===== src/rtl/fetch_queue.sv =====
// Instruction-fetch stage: owns the fetch PC, buffers fetched words with their PC in a FIFO.
// Optional J-target predecode is enabled by defining FETCH_JUMP_PREDECODE_EN.
module fetch_queue #(
    parameter int unsigned DEPTH    = 4,
    parameter int unsigned IMEM_AW  = 6,
    parameter logic [31:0] RESET_PC = 32'h0000_0000
) (
    input  logic                    i_clk,
    input  logic                    i_reset,
    output logic [IMEM_AW-1:0]      o_imem_addr,
    input  logic [31:0]             i_imem_rd,
    input  logic                    i_redirect,
    input  logic [31:0]             i_redirect_pc,
    output logic                    o_out_valid,
    input  logic                    i_out_ready,
    output logic [31:0]             o_out_instr,
    output logic [31:0]             o_out_pc,
    output logic [31:0]             o_out_pcplus4,
    output logic                    o_out_jtaken,
    output logic [$clog2(DEPTH):0]  o_count
);
    localparam int unsigned PTR_W = $clog2(DEPTH);
    localparam int unsigned CNT_W = PTR_W + 1;

    logic [31:0]      r_fetch_pc;
    logic [PTR_W-1:0] r_head;
    logic [PTR_W-1:0] r_tail;
    logic [CNT_W-1:0] r_count;
    logic [31:0]      r_instr_q [DEPTH];
    logic [31:0]      r_pc_q    [DEPTH];

    logic        w_push;
    logic        w_pop;
    logic [31:0] w_pc_plus4;
    logic [31:0] w_next_pc;
    logic        w_unused;

    // Low redirect PC bits are forced to zero, so they are never observed.
    assign w_unused = ^i_redirect_pc[1:0];

    assign o_out_valid = (r_count != '0);
    assign w_pop       = o_out_valid & i_out_ready & ~i_redirect;
    assign w_push      = ~i_redirect & ((r_count < CNT_W'(DEPTH)) | w_pop);
    assign w_pc_plus4  = r_fetch_pc + 32'd4;
    assign o_imem_addr = r_fetch_pc[IMEM_AW+1:2];

`ifdef FETCH_JUMP_PREDECODE_EN
    logic w_is_j;
    logic r_jt_q [DEPTH];

    assign w_is_j    = (i_imem_rd[31:26] == 6'b000010);
    assign w_next_pc = w_is_j ? {w_pc_plus4[31:28], i_imem_rd[25:0], 2'b00} : w_pc_plus4;

    always_ff @(posedge i_clk) begin
        if (w_push) begin
            r_jt_q[r_tail] <= w_is_j;
        end
    end

    // Storage is not reset, so qualify with valid to keep jtaken low after reset.
    assign o_out_jtaken = o_out_valid & r_jt_q[r_head];
`else
    assign w_next_pc    = w_pc_plus4;
    assign o_out_jtaken = 1'b0;
`endif

    always_ff @(posedge i_clk or posedge i_reset) begin
        if (i_reset) begin
            r_fetch_pc <= RESET_PC;
            r_head     <= '0;
            r_tail     <= '0;
            r_count    <= '0;
        end else if (i_redirect) begin
            r_fetch_pc <= {i_redirect_pc[31:2], 2'b00};
            r_head     <= '0;
            r_tail     <= '0;
            r_count    <= '0;
        end else begin
            if (w_push) begin
                r_tail     <= r_tail + PTR_W'(1);
                r_fetch_pc <= w_next_pc;
            end
            if (w_pop) begin
                r_head <= r_head + PTR_W'(1);
            end
            r_count <= r_count + CNT_W'(w_push) - CNT_W'(w_pop);
        end
    end

    always_ff @(posedge i_clk) begin
        if (w_push) begin
            r_instr_q[r_tail] <= i_imem_rd;
            r_pc_q[r_tail]    <= r_fetch_pc;
        end
    end

    assign o_out_instr   = r_instr_q[r_head];
    assign o_out_pc      = r_pc_q[r_head];
    assign o_out_pcplus4 = r_pc_q[r_head] + 32'd4;
    assign o_count       = r_count;

endmodule


===== config.mk =====
export PLATFORM = sky130hd
export DESIGN_NAME = fetch_queue
export DESIGN_NICKNAME = d
export VERILOG_FILES = /design/src/rtl/fetch_queue.sv
export SDC_FILE = /design/constraint.sdc
export NUM_CORES = 1
export LEC_CHECK = 0
export CORE_MARGIN = 8
export CORE_UTILIZATION = 58
export CTS_CLUSTER_SIZE = 12
export DETAILED_ROUTE_END_ITERATION = 8
export PLACE_DENSITY = 0.85
export SETUP_SLACK_MARGIN = 0.1
export SLEW_MARGIN = 20
export SYNTH_ARGS = -nofsm -noshare
export SYNTH_HDL_FRONTEND = slang
export SYNTH_SLANG_ARGS = --single-unit
export TNS_END_PERCENT = 5

===== constraint.sdc =====
create_clock -name i_clk -period 8.6 [get_ports i_clk]
set_input_delay 2.58 -clock i_clk [delete_from_list [all_inputs] [get_ports i_clk]]
set_output_delay 2.58 -clock i_clk [all_outputs]
set_load 0.02 [all_outputs]

==> results of run 1 <==
==> cell usage in the layout, fill, tap and decap left out, drive strengths merged, types with 2 or more instances in the layout <==
| cell type | netlist | layout |
|---|---|---|
| nand3 | 24 | 24 |
| nor2b | 5 | 5 |
| nor3 | 7 | 7 |
| and3 | 10 | 10 |
| clkdlybuf4s50 | 0 | 166 |
| nand2b | 2 | 2 |
| mux2 | 3 | 3 |
| inv | 10 | 10 |
| clkbuf | 12 | 50 |
| or4 | 4 | 4 |
| edfxtp | 248 | 248 |
| xor2 | 30 | 30 |
| and4 | 7 | 7 |
| xnor2 | 28 | 28 |
| mux2i | 3 | 3 |
| ha | 8 | 8 |
| conb | 1 | 5 |
| o21ai | 27 | 27 |
| nand4 | 20 | 20 |
| nand2 | 54 | 54 |
| and2 | 10 | 10 |
| a2111oi | 2 | 2 |
| dfrtp | 37 | 37 |
| buf | 29 | 11 |
| mux4 | 62 | 62 |
| nor4 | 4 | 4 |
| nor2 | 19 | 19 |
==> registers in the layout, indices dropped and copies added, names as in the netlist <==
name and count:
r_fetch_pc 30, r_tail 2, r_instr_q 128, o_count 3
r_pc_q 120, r_head 2
==> worst max path at each step <==
stage                                      from                        end  slack [ns]  cells after the start
final                     r_head[1]$_DFFE_PP0P_          o_out_pcplus4[28]        1.36                      8
after global routing      r_head[0]$_DFFE_PP0P_          o_out_pcplus4[28]        1.05                      7
after CTS                 r_head[0]$_DFFE_PP0P_          o_out_pcplus4[28]        1.26                      7
after detailed placement  r_head[0]$_DFFE_PP0P_          o_out_pcplus4[28]        1.82                      7
after global placement    r_head[0]$_DFFE_PP0P_          o_out_pcplus4[28]        1.92                      7
after floorplan                      i_redirect  r_instr_q[0][0]$_DFFE_PP_        3.31                      6
==> where the power goes <==
part,switching [mW],leakage [nW],internal [mW]
clock,0.472,0.410,0.671
combinational,0.791,1.71,0.701
sequential,0.138,2.73,1.72
==> per-layer routing <==
metal  vias up  share of wire (%)  track usage (%)
met3        38                6.6             3.77
li1       2953                  -                -
met5         -                  0                0
met1      3498                 37             25.2
met4         0                1.9             6.30
met2       322                 54             38.1
==> cell type report <==
| type | instances | share of cell area [%] |
|---|---|---|
| sequential | 285 | 57.4 |
| multi-input combinational | 341 | 22.2 |
| timing repair buffer | 177 | 11.9 |
| clock buffer | 50 | 5.65 |
| tap | 270 | 2.32 |
| inverter | 10 | 0.257 |
| clock inverter | 2 | 0.232 |
==> through the flow <==
stage | cells | util [%]
after detailed placement | 1083 | 68.1
after CTS | 1135 | 72.3
after global placement | 1083 | 68.1
after global routing | 1135 | 72.3
final | 1135 | 72.3
after floorplan | 677 | -
==> cells by family (layout without fill, tap and decap cells) <==
| group | after synthesis | after routing |
|---|---|---|
| flops | 285 | 285 |
| simple gates | 169 | 169 |
| mux | 68 | 68 |
| xor+xnor | 58 | 58 |
| buf+inv | 51 | 239 |
| compound gates | 32 | 32 |
| fa+ha+maj | 9 | 9 |
| other cells | 1 | 5 |
==> worst max-delay path, stage by stage (launching register included) <==
cell and delay [ns]:
dfrtp_2 1.07, mux4_2 0.46, ha_1 0.24, nand2_1 0.07
o22ai_1 0.28, nand4_1 0.67, nor4_2 0.49, xor2_1 0.17
clkdlybuf4s50_1 0.62
==> results.yml, run 1 <==
synth:
  synthXorXnorAreaFrac_pct: 4.28
  netlist-cell-type-count: 42
  synth_top_family_by_area: "multiplexers"
  synth_top_area_cell: "edfxtp_1"
  async_reset_ff_share_pct: 13.0
  synth-compound-area-share_pct: 1.55
  synth-warning-count: 0
  synth.mux.area_fraction_pct: 12.4
  synthAdderAreaFrac_pct: 1.01
  sequential_fraction_of_the_synthesis_area_pct: 70.5
  most_frequently_used_flop_master_after_synthesis: "edfxtp_1"
  synthesis.instances: 673
  netlist_area_um2: 11900
  synth_enable_flop_cells: 248
  synthDominantCellAreaShare_pct: 62.7
  post_synth_main_area_contributors: "edfxtp_1 (63%), mux4_2 (11%), dfrtp_1 (7.8%), xor2_1 (2.2%), xnor2_1 (2.1%)"
  yosys_register_bits: 285
  synthMostInstantiatedCell: "edfxtp_1"
  syn-mean-instance-area_um2: 17.6
  synth-simple-area-share_pct: 7.78
  netlist_top_cells_count: "edfxtp_1 (248), mux4_2 (59), nand2_1 (54), dfrtp_1 (37), xor2_1 (30)"
cts:
  clkLatencyLatePin_ns: 0.53
  worst_setup_hold_path_clk_slew_ns: 0.06
  sinks_on_clock_net: 285
  post_cts_hold_fix_bufs: 0
  h-tree-depth: 1
  tritoncts: "yes"
  cts_setup_buffers: 0
  root_buffer: "clkbuf_16"
  clock_path_buffers: 3
  post_cts_resized: 0
  clock_buffer_count_from_cts: 28
detailed_routing:
  route.antenna.remaining_nets: 0
  dr_total_vias: 6811
  avgViaCountPerCell: 6.00
  remaining_drc_errors: 0
  drt_pre_antenna_iters: 5
  drt_iter0_markers: 501
  postRouteWirelength_mm: 26.8
  avgRoutedWirePerCell_um: 23.6
timing:
  finalCritPeriodShare_pct: 84.2
  slew_headroom_pct: 26.8
  fmax_mhz: 138
  clock_skew_ns: 0.0124
  setup_slack_ns: 1.36
  max_slew.worst_pin.slew_ns: 1.10
  hold_violations: 0
  setup-violations-final: 0
  finalMaxSlewViolations: 0
  timing.setup.tns_ns: 0
  period_needed_ns: 7.24
  fin_worst_hold_slack_ns: 0.566
  grt_setup_unrepaired: "no"
hold_path:
  hold_path_startpoint: "r_fetch_pc[27]$_DFFE_PP0N_"
  hold_path_end: "r_pc_q[0][27]$_DFFE_PP_"
  hold_path_class: "flip-flop to flip-flop"
  hold_path_depth: 0
place:
  dp.final_hpwl_mm: 16.9
  placed_standard_cell_area_um2: 13700
  detailedPlace.worstSlack_ns: 1.82
  gp_routability_congestion: 0.797
  port-buffer-count: 167
setup_path:
  critPathCaptureType: "primary output"
  critPathArrivalTime_ns: 4.66
  setup.worst_path.class: "flip-flop to primary output"
  cp-start-kind: "flip-flop"
  cp_max_fo: 38
  worstRegToRegCells: 7
  critical_path_required_ns: 6.02
  startpoint_of_the_worst_slack_reg_to_reg_timing_path: "r_fetch_pc[2]$_DFFE_PP0N_"
  rrSetupSlack_ns: 5.75
  crit-reg2reg-capture: "r_fetch_pc[30]$_DFFE_PP0N_"
grt:
  gr-usage-all-layers_pct: 21.0
  vias_in_the_first_global_route: 7297
  grt_pass1_wl_mm: 41.9
  grt_overflow_total: 0
  grt_start_max_net_pins: 72
  grt_antenna_before_repair: 0
floorplan:
  io_pins: 175
  die-width_um: 159
  coreArea_um2: 20200
  dieArea_um2: 25300
  row_count: 52
  initial_core_util_pct: 58.9
  vert_die_dim_um: 159
power:
  finalPower_mw: 4.50
  p_leak_nw: 4.85
  power_per_cell_area_nw_per_um2: 308
  worst_case_vdd_ir_drop_uv: 195
layout:
  fillerInstances: 1230
  area_of_the_multi_input_gates_um2: 3230
  insertedDiodeCount: 0
  seq_area_um2: 8380
  layout.cell_area.non_filler_um2: 14600
  area_growth_pct: 22.8
  post_route_cells_drive_above_1_share_pct: 14.0
  layout.nets: 920
run_status:
  outcome: "completed"
job:
  cap_viol_max_count: 0
Note: power is estimated with default switching activity, not from simulation.
==> run 2: changes to the inputs <==
- CORE_UTILIZATION: 58 -> 54
- PLACE_DENSITY: 0.85 -> 0.79
- clock period: 8.6 -> 6.95 ns (I/O delays scaled with it)
==> results.yml, run 2 (synthesis gave the netlist of run 1 again) <==
run_status:
  outcome: "completed"
timing:
  hold_violations: 0
  timing.setup.tns_ns: 0
  fin_worst_hold_slack_ns: 0.568
  setup-violations-final: 0
  finalMaxSlewViolations: 0
  slew_headroom_pct: 31.0
  finalCritPeriodShare_pct: 86.6
  setup_slack_ns: 0.931
  period_needed_ns: 6.02
  clock_skew_ns: 0.0142
  grt_setup_unrepaired: "no"
  fmax_mhz: 166
  max_slew.worst_pin.slew_ns: 1.01
layout:
  layout.nets: 924
  fillerInstances: 1410
  top_regs: "r_instr_q: 128 flops, r_pc_q: 120 flops, r_fetch_pc: 30 flops"
  area_of_the_multi_input_gates_um2: 3230
  insertedDiodeCount: 0
  post_route_cells_drive_above_1_share_pct: 14.6
  seq_area_um2: 8380
  regMostFlops: "r_instr_q"
  largest_register_ff_count: 128
  area_growth_pct: 23.0
  final_cell_mix: "edfxtp_1 (248), clkdlybuf4s50_1 (166), mux4_2 (59), nand2_1 (54), dfrtp_1 (35)"
  layout.cell_area.non_filler_um2: 14600
  layout_commonest_cell: "edfxtp_1"
place:
  placed_standard_cell_area_um2: 13800
  dp.final_hpwl_mm: 17.1
  gp_routability_congestion: 0.840
  port-buffer-count: 167
  detailedPlace.worstSlack_ns: 1.39
detailed_routing:
  postRouteWirelength_mm: 25.8
  remaining_drc_errors: 0
  drt_iter0_markers: 535
  avgViaCountPerCell: 5.82
  dr_total_vias: 6657
  drt_pre_antenna_iters: 5
  route.antenna.remaining_nets: 0
  avgRoutedWirePerCell_um: 22.6
cts:
  h-tree-depth: 1
  clock_buffer_count_from_cts: 29
  post_cts_hold_fix_bufs: 0
  worst_setup_hold_path_clk_slew_ns: 0.06
  root_buffer: "clkbuf_16"
  post_cts_resized: 0
  clock_path_buffers: 3
  tritoncts: "yes"
  clkLatencyLatePin_ns: 0.53
  sinks_on_clock_net: 285
  cts_setup_buffers: 0
grt:
  gr-usage-all-layers_pct: 18.9
  grt_antenna_before_repair: 0
  grt_overflow_total: 0
  grt_pass1_wl_mm: 39.3
  vias_in_the_first_global_route: 7140
  grt_start_max_net_pins: 71
setup_path:
  startpoint_of_the_worst_slack_reg_to_reg_timing_path: "o_count[2]$_DFF_PP0_"
  worstRegToRegCells: 4
  cp-start-kind: "flip-flop"
  critPathArrivalTime_ns: 3.93
  rrSetupSlack_ns: 4.16
  cp_max_fo: 23
  critPathCaptureType: "primary output"
  critical_path_required_ns: 4.87
  crit-reg2reg-capture: "r_instr_q[3][3]$_DFFE_PP_"
  worst_setup_path_startpoint: "r_head[0]$_DFFE_PP0P_"
  setup.worst_path.class: "flip-flop to primary output"
hold_path:
  hold_path_startpoint: "r_fetch_pc[27]$_DFFE_PP0N_"
  hold_path_class: "flip-flop to flip-flop"
  hold_path_end: "r_pc_q[2][27]$_DFFE_PP_"
  hold_path_depth: 0
power:
  power_per_cell_area_nw_per_um2: 380
  p_comb_share_pct: 34.0
  power.share.clock_pct: 25.1
  worst_case_vdd_ir_drop_uv: 230
  p_leak_nw: 4.86
  p_sw_share_pct: 31.0
  pwr-share-seq_pct: 40.9
  finalPower_mw: 5.55
  p_switching_mw: 1.72
  internal_power_mw: 3.82
floorplan:
  vert_die_dim_um: 164
  io_pins: 175
  dieArea_um2: 27000
  initial_core_util_pct: 54.7
  row_count: 54
  die-width_um: 164
  coreArea_um2: 21700
job:
  cap_viol_max_count: 0
-- run 2: worst max path at each step --
stage | to | slack, ns | depth (start not counted)
floorplan | r_instr_q[0][0]$_DFFE_PP_ | 2.15 | 6
global placement | o_out_pcplus4[31] | 1.44 | 7
detailed placement | o_out_pcplus4[31] | 1.39 | 7
CTS | o_out_pcplus4[31] | 0.82 | 7
global route | o_out_pcplus4[30] | 0.70 | 7
finish | o_out_pcplus4[31] | 0.93 | 7
-- run 2: critical path: stages (launching register included) --
cell and delay, ns:
dfrtp_4 0.70, buf_4 0.50, mux4_1 0.75, and4_1 0.30
and4_1 0.20, nand4_1 0.14, xnor2_1 0.16, clkdlybuf4s50_1 0.64
-- run 2: power by group through the flow --
stage / clock [mW] / combinational (mW) / sequential [mW]
global placement: 0 / 1.88 / 2.28
finish: 1.39 / 1.89 / 2.27
floorplan: 0 / 1.14 / 2.24
global route: 1.49 / 1.99 / 2.29
CTS: 1.42 / 1.92 / 2.27
detailed placement: 0 / 1.91 / 2.30
-- run 2: area by class of cell --
class,instances,share of cell area (%)
tap,280,2.40
clock buffer,43,5.47
inverter,10,0.257
multi-input combinational,341,22.1
sequential,285,57.4
timing repair buffer,180,12.1
clock inverter,4,0.326
-- run 2: layer usage --
| layer | global-route usage (%) | vias up | part of all wire (%) |
|---|---|---|---|
| met5 | 0 | - | 0 |
| met4 | 6.24 | 0 | 2.8 |
| li1 | - | 2955 | - |
| met1 | 23.6 | 3389 | 39 |
| met2 | 33.2 | 254 | 53 |
| met3 | 3.16 | 59 | 6.0 |
-- run 2: through the flow --
| stage | utilization (%) | cells |
|---|---|---|
| CTS | 67.3 | 1143 |
| finish | 67.3 | 1143 |
| detailed placement | 63.4 | 1096 |
| global route | 67.3 | 1143 |
| global placement | 63.4 | 1096 |
| floorplan | - | 677 |
